$ cat src/rtl/boot_pkg.sv
// Shared types and constants for the firmware boot loader.
package boot_pkg;

    localparam int BOOT_HDR_BYTES = 4;
    localparam int BOOT_WORD_W    = 32;

    typedef enum logic [2:0] {
        ST_HDR,
        ST_LOAD,
        ST_CHK,
        ST_RUN,
        ST_ERR
    } boot_state_t;

endpackage

$ cat src/rtl/byte_packer.sv
// Assembles little-endian 32-bit words from a byte stream; word_valid pulses combinationally
// with the 4th accepted byte, and the stream stalls whenever the owner drops i_ready.
module byte_packer
    import boot_pkg::*;
(
    input  logic                   clk,
    input  logic                   rst_n,
    input  logic [7:0]             i_data,
    input  logic                   i_valid,
    input  logic                   i_ready,
    output logic                   o_word_valid,
    output logic [BOOT_WORD_W-1:0] o_word
);

    logic [1:0]  r_idx;
    logic [23:0] r_lo;
    logic        w_acc;

    assign w_acc        = i_valid & i_ready;
    assign o_word_valid = w_acc && (r_idx == 2'(BOOT_HDR_BYTES - 1));
    assign o_word       = {i_data, r_lo};

    always_ff @(posedge clk or negedge rst_n) begin
        if (!rst_n) begin
            r_idx <= 2'd0;
            r_lo  <= 24'd0;
        end else if (w_acc) begin
            r_idx <= r_idx + 2'd1;
            case (r_idx)
                2'd0:    r_lo[7:0]   <= i_data;
                2'd1:    r_lo[15:8]  <= i_data;
                2'd2:    r_lo[23:16] <= i_data;
                default: r_lo        <= r_lo;
            endcase
        end
    end

endmodule

$ cat src/rtl/boot_loader_ctrl.sv
// Streams a length-prefixed firmware image into RAM port A, then releases the core from reset.
// Optional trailing checksum word is compiled in with BOOT_CHECKSUM_EN.
module boot_loader_ctrl
    import boot_pkg::*;
#(
    parameter int          ADDR_W    = 14,
    parameter int unsigned BASE_ADDR = 0
) (
    input  logic                   clk,
    input  logic                   rst_n,
    input  logic [7:0]             rx_data,
    input  logic                   rx_valid,
    output logic                   rx_ready,
    output logic                   mem_we,
    output logic [ADDR_W+1:0]      mem_addr,
    output logic [BOOT_WORD_W-1:0] mem_wdata,
    output logic                   core_rst_n,
    output logic                   boot_done,
    output logic                   boot_err
);

    localparam logic [32:0]       LEN_MAX = 33'((64'd1 << ADDR_W) - 64'(BASE_ADDR >> 2));
    localparam logic [ADDR_W+1:0] BASE_A  = (ADDR_W + 2)'(BASE_ADDR);

    boot_state_t            r_state;
    logic [ADDR_W:0]        r_n;
    logic [ADDR_W:0]        r_cnt;
    logic [ADDR_W+1:0]      r_addr;
    logic                   r_pend;
    logic                   r_we;
    logic [ADDR_W+1:0]      r_mem_addr;
    logic [BOOT_WORD_W-1:0] r_wdata;
    logic                   r_core_rst_n;
    logic                   r_done;
    logic                   r_err;
`ifdef BOOT_CHECKSUM_EN
    logic [BOOT_WORD_W-1:0] r_sum;
`endif

    logic                   w_word_vld;
    logic [BOOT_WORD_W-1:0] w_word;
    logic                   w_in_rx;
    logic [ADDR_W:0]        w_cnt_nxt;
    logic                   w_len_bad;

    // r_pend closes the stream during the final write so no stray byte is swallowed.
    assign w_in_rx   = ((r_state == ST_HDR) || (r_state == ST_LOAD) || (r_state == ST_CHK)) && !r_pend;
    assign rx_ready  = rst_n & w_in_rx;
    assign w_cnt_nxt = r_cnt + 1'b1;
    assign w_len_bad = {1'b0, w_word} > LEN_MAX;

    assign mem_we     = r_we;
    assign mem_addr   = r_mem_addr;
    assign mem_wdata  = r_wdata;
    assign core_rst_n = r_core_rst_n;
    assign boot_done  = r_done;
    assign boot_err   = r_err;

    byte_packer u_packer (
        .clk          (clk),
        .rst_n        (rst_n),
        .i_data       (rx_data),
        .i_valid      (rx_valid),
        .i_ready      (rx_ready),
        .o_word_valid (w_word_vld),
        .o_word       (w_word)
    );

    always_ff @(posedge clk or negedge rst_n) begin
        if (!rst_n) begin
            r_state      <= ST_HDR;
            r_n          <= '0;
            r_cnt        <= '0;
            r_addr       <= '0;
            r_pend       <= 1'b0;
            r_we         <= 1'b0;
            r_mem_addr   <= '0;
            r_wdata      <= '0;
            r_core_rst_n <= 1'b0;
            r_done       <= 1'b0;
            r_err        <= 1'b0;
`ifdef BOOT_CHECKSUM_EN
            r_sum        <= '0;
`endif
        end else begin
            r_we <= 1'b0;
            case (r_state)
                ST_HDR: begin
                    if (w_word_vld) begin
                        if (w_word == '0) begin
`ifdef BOOT_CHECKSUM_EN
                            r_state      <= ST_CHK;
`else
                            r_state      <= ST_RUN;
                            r_core_rst_n <= 1'b1;
                            r_done       <= 1'b1;
`endif
                        end else if (w_len_bad) begin
                            r_state <= ST_ERR;
                            r_err   <= 1'b1;
                        end else begin
                            r_n     <= w_word[ADDR_W:0];
                            r_cnt   <= '0;
                            r_addr  <= BASE_A;
                            r_state <= ST_LOAD;
                        end
                    end
                end
                ST_LOAD: begin
                    if (r_pend) begin
                        r_pend       <= 1'b0;
                        r_state      <= ST_RUN;
                        r_core_rst_n <= 1'b1;
                        r_done       <= 1'b1;
                    end else if (w_word_vld) begin
                        r_we       <= 1'b1;
                        r_mem_addr <= r_addr;
                        r_wdata    <= w_word;
                        r_addr     <= r_addr + (ADDR_W + 2)'(4);
                        r_cnt      <= w_cnt_nxt;
`ifdef BOOT_CHECKSUM_EN
                        r_sum      <= r_sum + w_word;
                        if (w_cnt_nxt == r_n) r_state <= ST_CHK;
`else
                        if (w_cnt_nxt == r_n) r_pend <= 1'b1;
`endif
                    end
                end
`ifdef BOOT_CHECKSUM_EN
                ST_CHK: begin
                    if (w_word_vld) begin
                        if (w_word == r_sum) begin
                            r_state      <= ST_RUN;
                            r_core_rst_n <= 1'b1;
                            r_done       <= 1'b1;
                        end else begin
                            r_state <= ST_ERR;
                            r_err   <= 1'b1;
                        end
                    end
                end
`endif
                ST_RUN:  r_state <= ST_RUN;
                ST_ERR:  r_state <= ST_ERR;
                default: begin
                    r_state <= ST_ERR;
                    r_err   <= 1'b1;
                end
            endcase
        end
    end

endmodule
$ cat config.mk
export PLATFORM = sky130hd
export DESIGN_NAME = boot_loader_ctrl
export DESIGN_NICKNAME = d
export VERILOG_FILES = /design/src/rtl/boot_pkg.sv /design/src/rtl/byte_packer.sv /design/src/rtl/boot_loader_ctrl.sv
export SDC_FILE = /design/constraint.sdc
export NUM_CORES = 1
export LEC_CHECK = 0
export CORE_MARGIN = 5
export CORE_UTILIZATION = 47
export CTS_CLUSTER_SIZE = 25
export DETAILED_ROUTE_END_ITERATION = 7
export GPL_ROUTABILITY_DRIVEN = 0
export PLACE_DENSITY = 0.7
export SLEW_MARGIN = 0
export SYNTH_ARGS = -nofsm -noshare
export SYNTH_HDL_FRONTEND = slang
export SYNTH_SLANG_ARGS = --single-unit
$ cat constraint.sdc
create_clock -name clk -period 2.4 [get_ports clk]
set_input_delay 0.24 -clock clk [delete_from_list [all_inputs] [get_ports clk]]
set_output_delay 0.24 -clock clk [all_outputs]
set_load 0.02 [all_outputs]
# Word level (Yosys, flattened, before mapping)
# Index checks and enable logic that the tools add are counted.
[totals] output_inout_bits=53 register_bits=127 inputBits=11 word_cells=90
[classes] bitwise=6 order_cmp=1 addsub=3 eq_ne=16 reduce_logical=19 n_mux=31
[op_table] op="$mux W16" n=5
[op_table] op="$mux W15" n=5
[op_table] op="$gt A32 B15 Y1 const B" n=1
[op_table] op="$logic_not A32 Y1" n=1
[op_table] op="$pmux W16 S2" n=1
[op_table] op="$pmux W15 S2" n=1
[op_table] op="$add A16 B3 Y16 const B" n=1
[op_table] op="$add A15 B1 Y15 const B" n=1
[op_table] op="$eq A15 B15 Y1" n=1
[op_table] op="$mux W1" n=12
[op_table] op="$mux W3" n=4
[op_table] op="$reduce_and A4 Y1" n=3
[op_table] op="$ne A2 B2 Y1 const B" n=5
[op_table] op="$pmux W3 S3" n=1
[op_table] op="$reduce_and A2 Y1" n=4
[op_table] op="$eq A3 B2 Y1 const B" n=2
[op_table] op="$ne A2 B1 Y1 const B" n=3
[op_table] op="$reduce_and A6 Y1" n=1
[op_table] op="$eq A2 B2 Y1 const B" n=2
[op_table] op="$not A1 Y1" n=4
[op_table] op="$pmux W1 S2" n=2
[op_table] op="$eq A3 B1 Y1 const B" n=1
[op_table] op="$eq A3 B3 Y1 const B" n=1
[op_table] op="$logic_not A3 Y1" n=1
[op_table] op="10 further kinds" n=13

# Logic depth before layout (Yosys ltp)
# Gate-level depths: netlist (run 1).
[depth] depth_word=10 depth_mapped=9 mapped_depth_nobuf=7

# By module
# A second synthesis (run 1) with hierarchy kept.
[hier_totals] cells_unflattened=606 hier_area_um2=5725.5
[by_module_without_submodules] mod="boot_loader_ctrl" seq_area_each_um2=2427.3 cells_each=535 instances=1 area_per_inst_um2=4625.7
[by_module_without_submodules] mod="byte_packer" seq_area_each_um2=650.6 cells_each=71 instances=1 area_per_inst_um2=1099.8

# Worst setup path after synthesis (run 1)
# OpenSTA, ideal clock, no wires.
[synth_timing] kind="reg-to-reg" startpoint="register u_packer.r_lo[2]" endpoint="register r_n[10]" stages_incl_launch_ff=8 required_time_ns=2.275 path_buffers=1 path_slack_ns=0.121 t_arrival_ns=2.155 period_less_slack_ns=2.279 cell_sequence="dfrtp_1 > nor4_1 > nand4_1 > mux2i_1 > or4b_4 > nor2_4 > buf_4 > mux2_2"
[synth_via] elab_chain_cells=3
[synth_rtl] element="start: declaration" line_no="byte_packer.sv:16" source="logic [23:0] r_lo;"
[synth_rtl] element="start signal: assignment" line_no="byte_packer.sv:30" source="2'd0: r_lo[7:0] <= i_data;"
[synth_rtl] element="start signal: assignment" line_no="byte_packer.sv:33" source="default: r_lo <= r_lo;"
[synth_rtl] element="$gt A32 B15 Y1 / $logic_not A32 Y1 (equally long branches)" line_no="boot_loader_ctrl.sv:50, boot_loader_ctrl.sv:90"
[synth_rtl] element="$not A1 Y1 (no source line)"
[synth_rtl] element="$reduce_and A4 Y1 (no source line) *"
[synth_rtl] element="end signal: assignment" line_no="boot_loader_ctrl.sv:102" source="r_n <= w_word[ADDR_W:0];"
[synth_rtl] element="end: declaration" line_no="boot_loader_ctrl.sv:26" source="logic [ADDR_W:0] r_n;"
# Every way passes the cells marked *; elsewhere a longest branch is shown, timed or not.
# A chain may end at the register's enable or synchronous reset.

# Worst setup path in the final report (run 1)
[layout_timing] startpoint="register u_packer.r_lo[19]" endpoint="register r_n[6]"
# The elaborated chain is that of the path after synthesis.

==> summary by stage, run 1 <==
Status
The flow ran to the end, and the final reports show no timing, DRC or antenna violations.

Job
The max-capacitance violation count is 0.

Die
The floorplan step set the die width to 119 µm. The core region is 11500 µm². The standard-cell row count is 39.

The die is 119 µm tall. 64 I/O pins were placed. The die outline area is 14200 µm². The initial utilization of the core area, before any placement, comes to 48.5%.

Logic synthesis
The most used flip-flop cell after synthesis is dfrtp_1. The cell count after synthesis is 557. For this run, the number of Yosys warnings is 0. In this run, synthesis inferred 0 flip-flops with an integrated enable. The mapped netlist covers 5590 µm². For this run, the register share of the synthesized area comes to 55.1%.

The share of synthesized area in the top cell type comes to 55.1%. Averaged over all synthesized cells, the footprint is 10.0 µm². The number of library cell types mapped by synthesis is 47. The cell taking the most area after synthesis is dfrtp_1. Counting flops and latches in the post-synthesis netlist gives 123.

Counting instances in the post-synthesis netlist gives the leading cell types as nand2_1, dfrtp_1, mux2_2. In the post-synthesis netlist, the cell with the most instances is nand2_1. After synthesis, the cell types taking the most area are dfrtp_1, nand2_1, mux2_2, a21oi_1, xnor2_1.

The share of flip-flops with an asynchronous set or reset after synthesis is 100%.

Timing
The number of pins exceeding their max-slew limit in the final report is 0. The tightest hold margin is 469 ps. The worst slew margin relative to its limit is 33.5%.

Static timing analysis puts the maximum clock frequency at 0.421 GHz. Setup repair after global routing could not meet its margin everywhere. The time the final worst path needs with I/O delays and setup is 2370 ps. Setup violations remaining at the end of the flow were counted as 0.

The number of hold-slack violations in the final timing report is 0. On the final layout, the worst clock skew is 13.4 ps. The transition at the pin with the smallest max-transition slack is 998 ps. Setup total negative slack on the finished layout was measured at 0 ps. The final worst-path cycle share is 98.9%.

Placed design
The area after detailed placement is 6510 µm². Detailed placement finished with a half-perimeter wire length of 8.88 mm. The number of placed instances with taps included is 765. In this run the tool buffered the top-level ports with 61 buffer cells.

Drt
The total via count after detailed routing is 4348. In this run the remaining antenna-violating nets after routing total 0. After detailed routing, the average wire length per cell comes to 16.6 µm.

Before antenna repair, the detailed router went through 5 iterations. The count of routing violations after the opening detailed-route iteration is 253. For this run, design rule violations remaining after detail routing come to 0. The sum of routed wire length over all layers is 13.3 mm.

Dividing the detail-routed via count by the number of cells gives 5.44.

Power and ir drop
VDD sags by at most 0.431 mV. For this design the ratio of total power to cell area is 657 nW/µm². In this run the static leakage power is 3.49 nW.

Summing internal, switching and leakage power gives 4.73 mW.

Clocking
The maximum level of the CTS H-tree is 4. The clock reaches the later pin of the worst-skew pair after 410 ps. The total clock sinks is 123.

The clock tree from TritonCTS is yes. Clock tree synthesis selected as its root buffer the cell clkbuf_16. The maximum buffer depth of the clock tree is 2.

The clock buffer count from CTS is 17. The post-CTS clock slew at the launch and capture registers of the worst setup and hold paths is 50 ps.

Finish
The final-stage net count is 662. The non-filler instance count after layout is 799. The final antenna diode count is 0.

The area added between synthesis and finish is 28.7%. The cell area after layout is 7190 µm². Cells with a size suffix above 1 make up 18.1% of the layout.

Setup path
The critical path ends at r_n[6]$_DFFE_PN0P_. The startpoint identified for the worst register-to-register timing path is u_packer.r_lo[19]$_DFFE_PN0P_. The element type at the critical path start is a register. For the worst setup path, the data required time is 2690 ps. STA classifies the critical path endpoint as a register. Along the worst path, the maximum fanout reaches 15. The start point of the critical path is u_packer.r_lo[19]$_DFFE_PN0P_. The end of the worst register-to-register path is r_n[6]$_DFFE_PN0P_. The setup check on the worst reg-to-reg path leaves a slack of 30 ps. For the worst setup path, the data arrival time is 2660 ps. The count of cells along the worst register-to-register path is 6. The kind of critical path is reg2reg.

Global route
The via count of the first global-routing pass is 4599. The all-layer global routing usage is 19.8%. The global-route wire length before repair is 22.6 mm. For this run the aggregate overflow at the end of global routing stands at 0.

The initial antenna violation count is 0. The pin count of the biggest net entering global routing is 80.

Worst hold path
The min-delay analysis places its worst path in the category reg2reg. The worst hold path depth is 2.
[repair_timing]
action,CTS,global route
buffers inserted,0,3
setup endpoints to repair,0,45
hold endpoints to repair,44,0
gates resized for setup,0,11
hold buffers,1,0
[worst max-delay path: stages (launching register included)]
cell	delay [ps]
dfrtp_1	400
nor4_1	410
nand4_1	260
or4b_4	570
nor2_4	120
buf_12	150
mux2_2	340
[area by class of cell]
class / instances / area, µm²
inverters: 12 / 50.0
repair buffers: 95 / 903
clock inverters: 8 / 118
flip-flops and latches: 123 / 3080
fillers: 936 / 4330
well taps: 143 / 179
multi-input cells: 396 / 2390
clock buffers: 22 / 474
[per-layer routing]
layer,routed length [µm],GRT usage [%]
met5,0,0
met3,589,5.36
met1,5740,24.0
met2,6710,33.6
met4,241,7.82
[state kept, by name (all words and copies together) (netlist names)]
signal / flops
boot_done: 1
boot_err: 1
mem_addr: 14
mem_wdata: 32
mem_we: 1
r_addr: 14
r_cnt: 15
r_n: 15
r_pend: 1
r_state: 3
u_packer.r_idx: 2
u_packer.r_lo: 24
[metrics by stage]
step           setup WS [ps]  utilization [%]
4_1_cts                 12.0             61.7
3_3_place_gp           -75.8             56.5
2_1_floorplan            121                -
6_report                25.4             62.4
3_5_place_dp            -153             56.5
5_1_grt                -72.2             62.4
[worst min-delay path by stage]
stage                                    from  slack, ps                        end
floorplan                               rst_n        -60      boot_done$_DFFE_PN0P_
global placement                        rst_n        380    mem_addr[6]$_DFFE_PN0P_
detailed placement                      rst_n        390    mem_addr[5]$_DFFE_PN0P_
CTS                   mem_addr[7]$_DFFE_PN0P_        480    mem_addr[7]$_DFFE_PN0P_
global route        mem_wdata[27]$_DFFE_PN0P_        490  mem_wdata[27]$_DFFE_PN0P_
finish                mem_addr[7]$_DFFE_PN0P_        470    mem_addr[7]$_DFFE_PN0P_
[kinds of logic after synthesis]
| kind of cell | synth area share (%) |
|---|---|
| simple gates | 19.5 |
| flops | 55.1 |
| compound gates | 8.60 |
| mux | 8.22 |
| buf+inv | 3.40 |
| xor+xnor | 3.76 |
| fa+ha+maj | 1.34 |
| other cells | 0.0671 |
[cell usage in the layout, fill, tap and decap left out, types with 6 or more instances in the layout]
cell,Yosys,layout
and3_1,10,10
o21ai_0,10,10
nand3_1,15,15
nand2_1,163,163
a31oi_1,15,15
mux2_2,39,39
clkdlybuf4s50_1,0,60
buf_4,5,31
nor2_1,21,21
xor2_1,8,8
dfrtp_1,123,123
nor4_1,9,6
o21a_1,9,9
clkbuf_16,0,17
a21oi_1,30,29
xnor2_1,16,15
inv_1,11,11
[power breakdown]
| group | internal (mW) | switching (mW) |
|---|---|---|
| Combinational | 0.0286 | 0.0610 |
| Clock | 1.70 | 0.866 |
| Sequential | 2.08 | 0 |
Note: power is estimated with default switching activity, not from simulation.
==> run 2: changes to the inputs <==
PLACE_DENSITY = 0.71   (was 0.7)
==> run 2 against run 1 <==
- combinational power decreased by 2.5%
- critical path depth unchanged
- worst setup slack got worse by 13 ps
- cell count increased by 0.13%
- global-route usage shrank 0.13 points
- register-to-register slack about the same
- routed wire length decreased by 2.6%
- clock skew shrank 1.9 ps
- first-iteration DRC count grew 18%
- die area did not move
- design area rose by 0.80%
- largest cell class unchanged
==> summary by stage, run 2 (same netlist as run 1, synthesis figures left out) <==
Die
The height of the die is 119 µm. The floorplan step defined a die boundary enclosing 14200 µm². The standard-cell row count is 39. During I/O placement, the number of pins put on the boundary was 64. After floorplanning, the core was sized to cover 11500 µm². The initial core utilization is 48.5%. Measured along the x axis, the die boundary spans 119 µm.

Clocking
The clock tree from TritonCTS is yes. The H-tree was split into 4 levels. Buffers inserted during clock tree synthesis total 17. The maximum buffer depth of the clock tree is 2. The insertion delay to the later sink of the worst-skew pair is 420 ps. After clock tree synthesis, the clock-pin slew on the worst setup and hold paths is 50 ps. The clock root buffer is clkbuf_16. Counting every sink on the clock net gives 123.

Power and ir drop
The static leakage is 3.52 nW. IR analysis of the VDD net gives a maximum drop of 0.499 mV. The design draws 5.16 mW.

For this design the ratio of total power to cell area is 711 nW/µm².

Timing
The worst path setup slack after routing is 12.6 ps. The sum of negative setup slack is 0 ps. Setup violations remaining at the end of the flow were counted as 0. In the finished design, the share of the clock period the worst path needs comes to 99.5%. The number of hold-slack violations in the final timing report is 0. Derived from the worst setup path, the maximum achievable clock frequency is 0.419 GHz. The time the final worst path needs with I/O delays and setup is 2390 ps.

For the pin with the worst max-slew slack, the measured transition is 963 ps. Setup repair after global routing could not meet its margin everywhere. The number of pins exceeding their max-slew limit in the final report was 0. Measured against its own limit, the worst slew margin works out to 35.8%. On the final layout, the worst clock skew is 11.4 ps. The tightest hold margin is 470 ps.

Drt
The remaining routing DRC violations is 0. The first-pass iteration count of the detailed router is 5. The detailed router placed 4278 vias in this run.

Summed over all layers, the routed wires come to 12.9 mm. In this run the remaining antenna-violating nets after routing total 0. For this block, the initial DRC count from the detailed router was 299.

Using the TritonRoute via totals, the vias-per-cell ratio works out to 5.35. After detailed routing, the average wire length per cell comes to 16.2 µm.

Finish
The total area of multi-input combinational cells is 2350 µm². The register with the most flip-flops in the layout has 32 of them. For this run, the post-layout net count is 661. The most common library cell in the layout ignoring fill and taps is nand2_1.

The final standard cell utilization of the core is 62.9%. The top cell types in the final layout, fill and taps aside, are nand2_1, dfrtp_1, clkdlybuf4s50_1, mux2_2, buf_4. After routing the design area is 7250 µm².

In the final layout, the share of cells above drive strength 1 is 18.3%. The final antenna diode count is 0. The sequential standard cell area is 3080 µm². The non-filler instance count after layout is 800.

Relative to the synthesized area, the layout overhead comes to 29.7%. The filler cell count is 915.

Job
Max-cap violations in this run came to 0.

Setup path
The worst setup path is captured at a register. The kind of critical path is reg2reg. For this run, the slowest stage of the critical path takes 570 ps. The maximum fanout encountered on the critical timing path is 15. Counting both buffers and inverters, the worst setup path holds a total of 1. The element type at the critical path start is a register. At the worst endpoint, the required time is 2690 ps. The worst endpoint data arrival time is 2680 ps. The signal on the critical path passes through nor4_1, nand4_1, or4b_4, nor2_4, buf_12, mux2_2. The standard cell with the maximum stage delay on the critical path is or4b_4. Broken down by cell family, the worst path's largest delay share belongs to simple AND/OR/NAND/NOR gates.

Placed design
Before CTS, the worst setup slack after placement is -163 ps. The number of placed instances with taps included is 766. The port buffer count is 61. The HPWL after detailed placement is 8.63 mm.

The area after detailed placement is 6510 µm².

Status
The run finished with clean final reports.

Global route
The first global-routing pass estimated 22.6 mm of wire. Global routing finished with a remaining overflow of 0. The initial antenna violation count is 0. The all-layer global routing usage is 19.6%. Entering global routing, the biggest net connects 80 pins. The via count of the first global-routing pass is 4543.

Worst hold path
The worst min-delay path class is reg2reg.
==> run 2: changes by cell type in the layout (fill, tap and decap cells not counted), sizes merged <==
cell,delta
clkinvlp,+2
bufinv,+4
buf,-1
clkbuf,-5
inv,+2
clkinv,-1
==> run 2: cell type report <==
| type | count | area share (%) |
|---|---|---|
| flip-flops and latches | 123 | 42.5 |
| multi-input cells | 396 | 32.4 |
| repair buffers | 94 | 12.4 |
| clock buffers | 17 | 5.87 |
| clock inverters | 15 | 3.71 |
| well taps | 143 | 2.47 |
| inverters | 12 | 0.690 |
==> run 2: worst reg2reg max path, cell delays in order (launching register included) <==
cell	delay [ps]
dfrtp_1	390
nor4_1	440
nand4_1	260
or4b_4	570
nor2_4	120
buf_12	150
mux2_2	340
==> run 2: power by group <==
group	internal [mW]	leakage, nW	switching, mW
combinational	0.0278	1.52	0.0596
sequential	2.08	1.67	0
clock	2.05	0.330	0.940
total	4.16	3.52	0.999
==> run 2: routing by layer <==
metal,track usage [%],share of wire (%),vias up
met3,4.64,4.2,12
met2,32.4,50,110
met4,7.68,1.0,0
met1,25.1,45,2086
met5,0,0,-
li1,-,-,2070
==> run 2: final timing paths <==
| kind | cells past startpoint | slack (ps) | startpoint | to |
|---|---|---|---|---|
| worst max register to register | 6 | 10 | u_packer.r_lo[19]$_DFFE_PN0P_ | r_n[9]$_DFFE_PN0P_ |
| worst max-delay path | 6 | 10 | u_packer.r_lo[19]$_DFFE_PN0P_ | r_n[9]$_DFFE_PN0P_ |
| max in group asynchronous | 4 | 450 | rst_n | u_packer.r_lo[5]$_DFFE_PN0P_ |
| worst min-delay path | 2 | 470 | mem_addr[7]$_DFFE_PN0P_ | mem_addr[7]$_DFFE_PN0P_ |
| worst min register to register | 2 | 470 | mem_addr[7]$_DFFE_PN0P_ | mem_addr[7]$_DFFE_PN0P_ |
| min in group asynchronous | 3 | 530 | rst_n | r_cnt[10]$_DFFE_PN0P_ |
==> run 2: what timing repair did <==
item                                    CTS  global route
gates resized for setup                   1             4
pin swaps                                 0             3
hold buffers                              1             0
endpoints found under the setup margin   15            45
endpoints found under the hold margin    44             0
buffers inserted                          0             1
==> run 3: changes to the inputs <==
TNS_END_PERCENT = 5   (was unset)
==> results of run 3 <==
No change in the layout: final DEF, timing and power equal those of run 2.
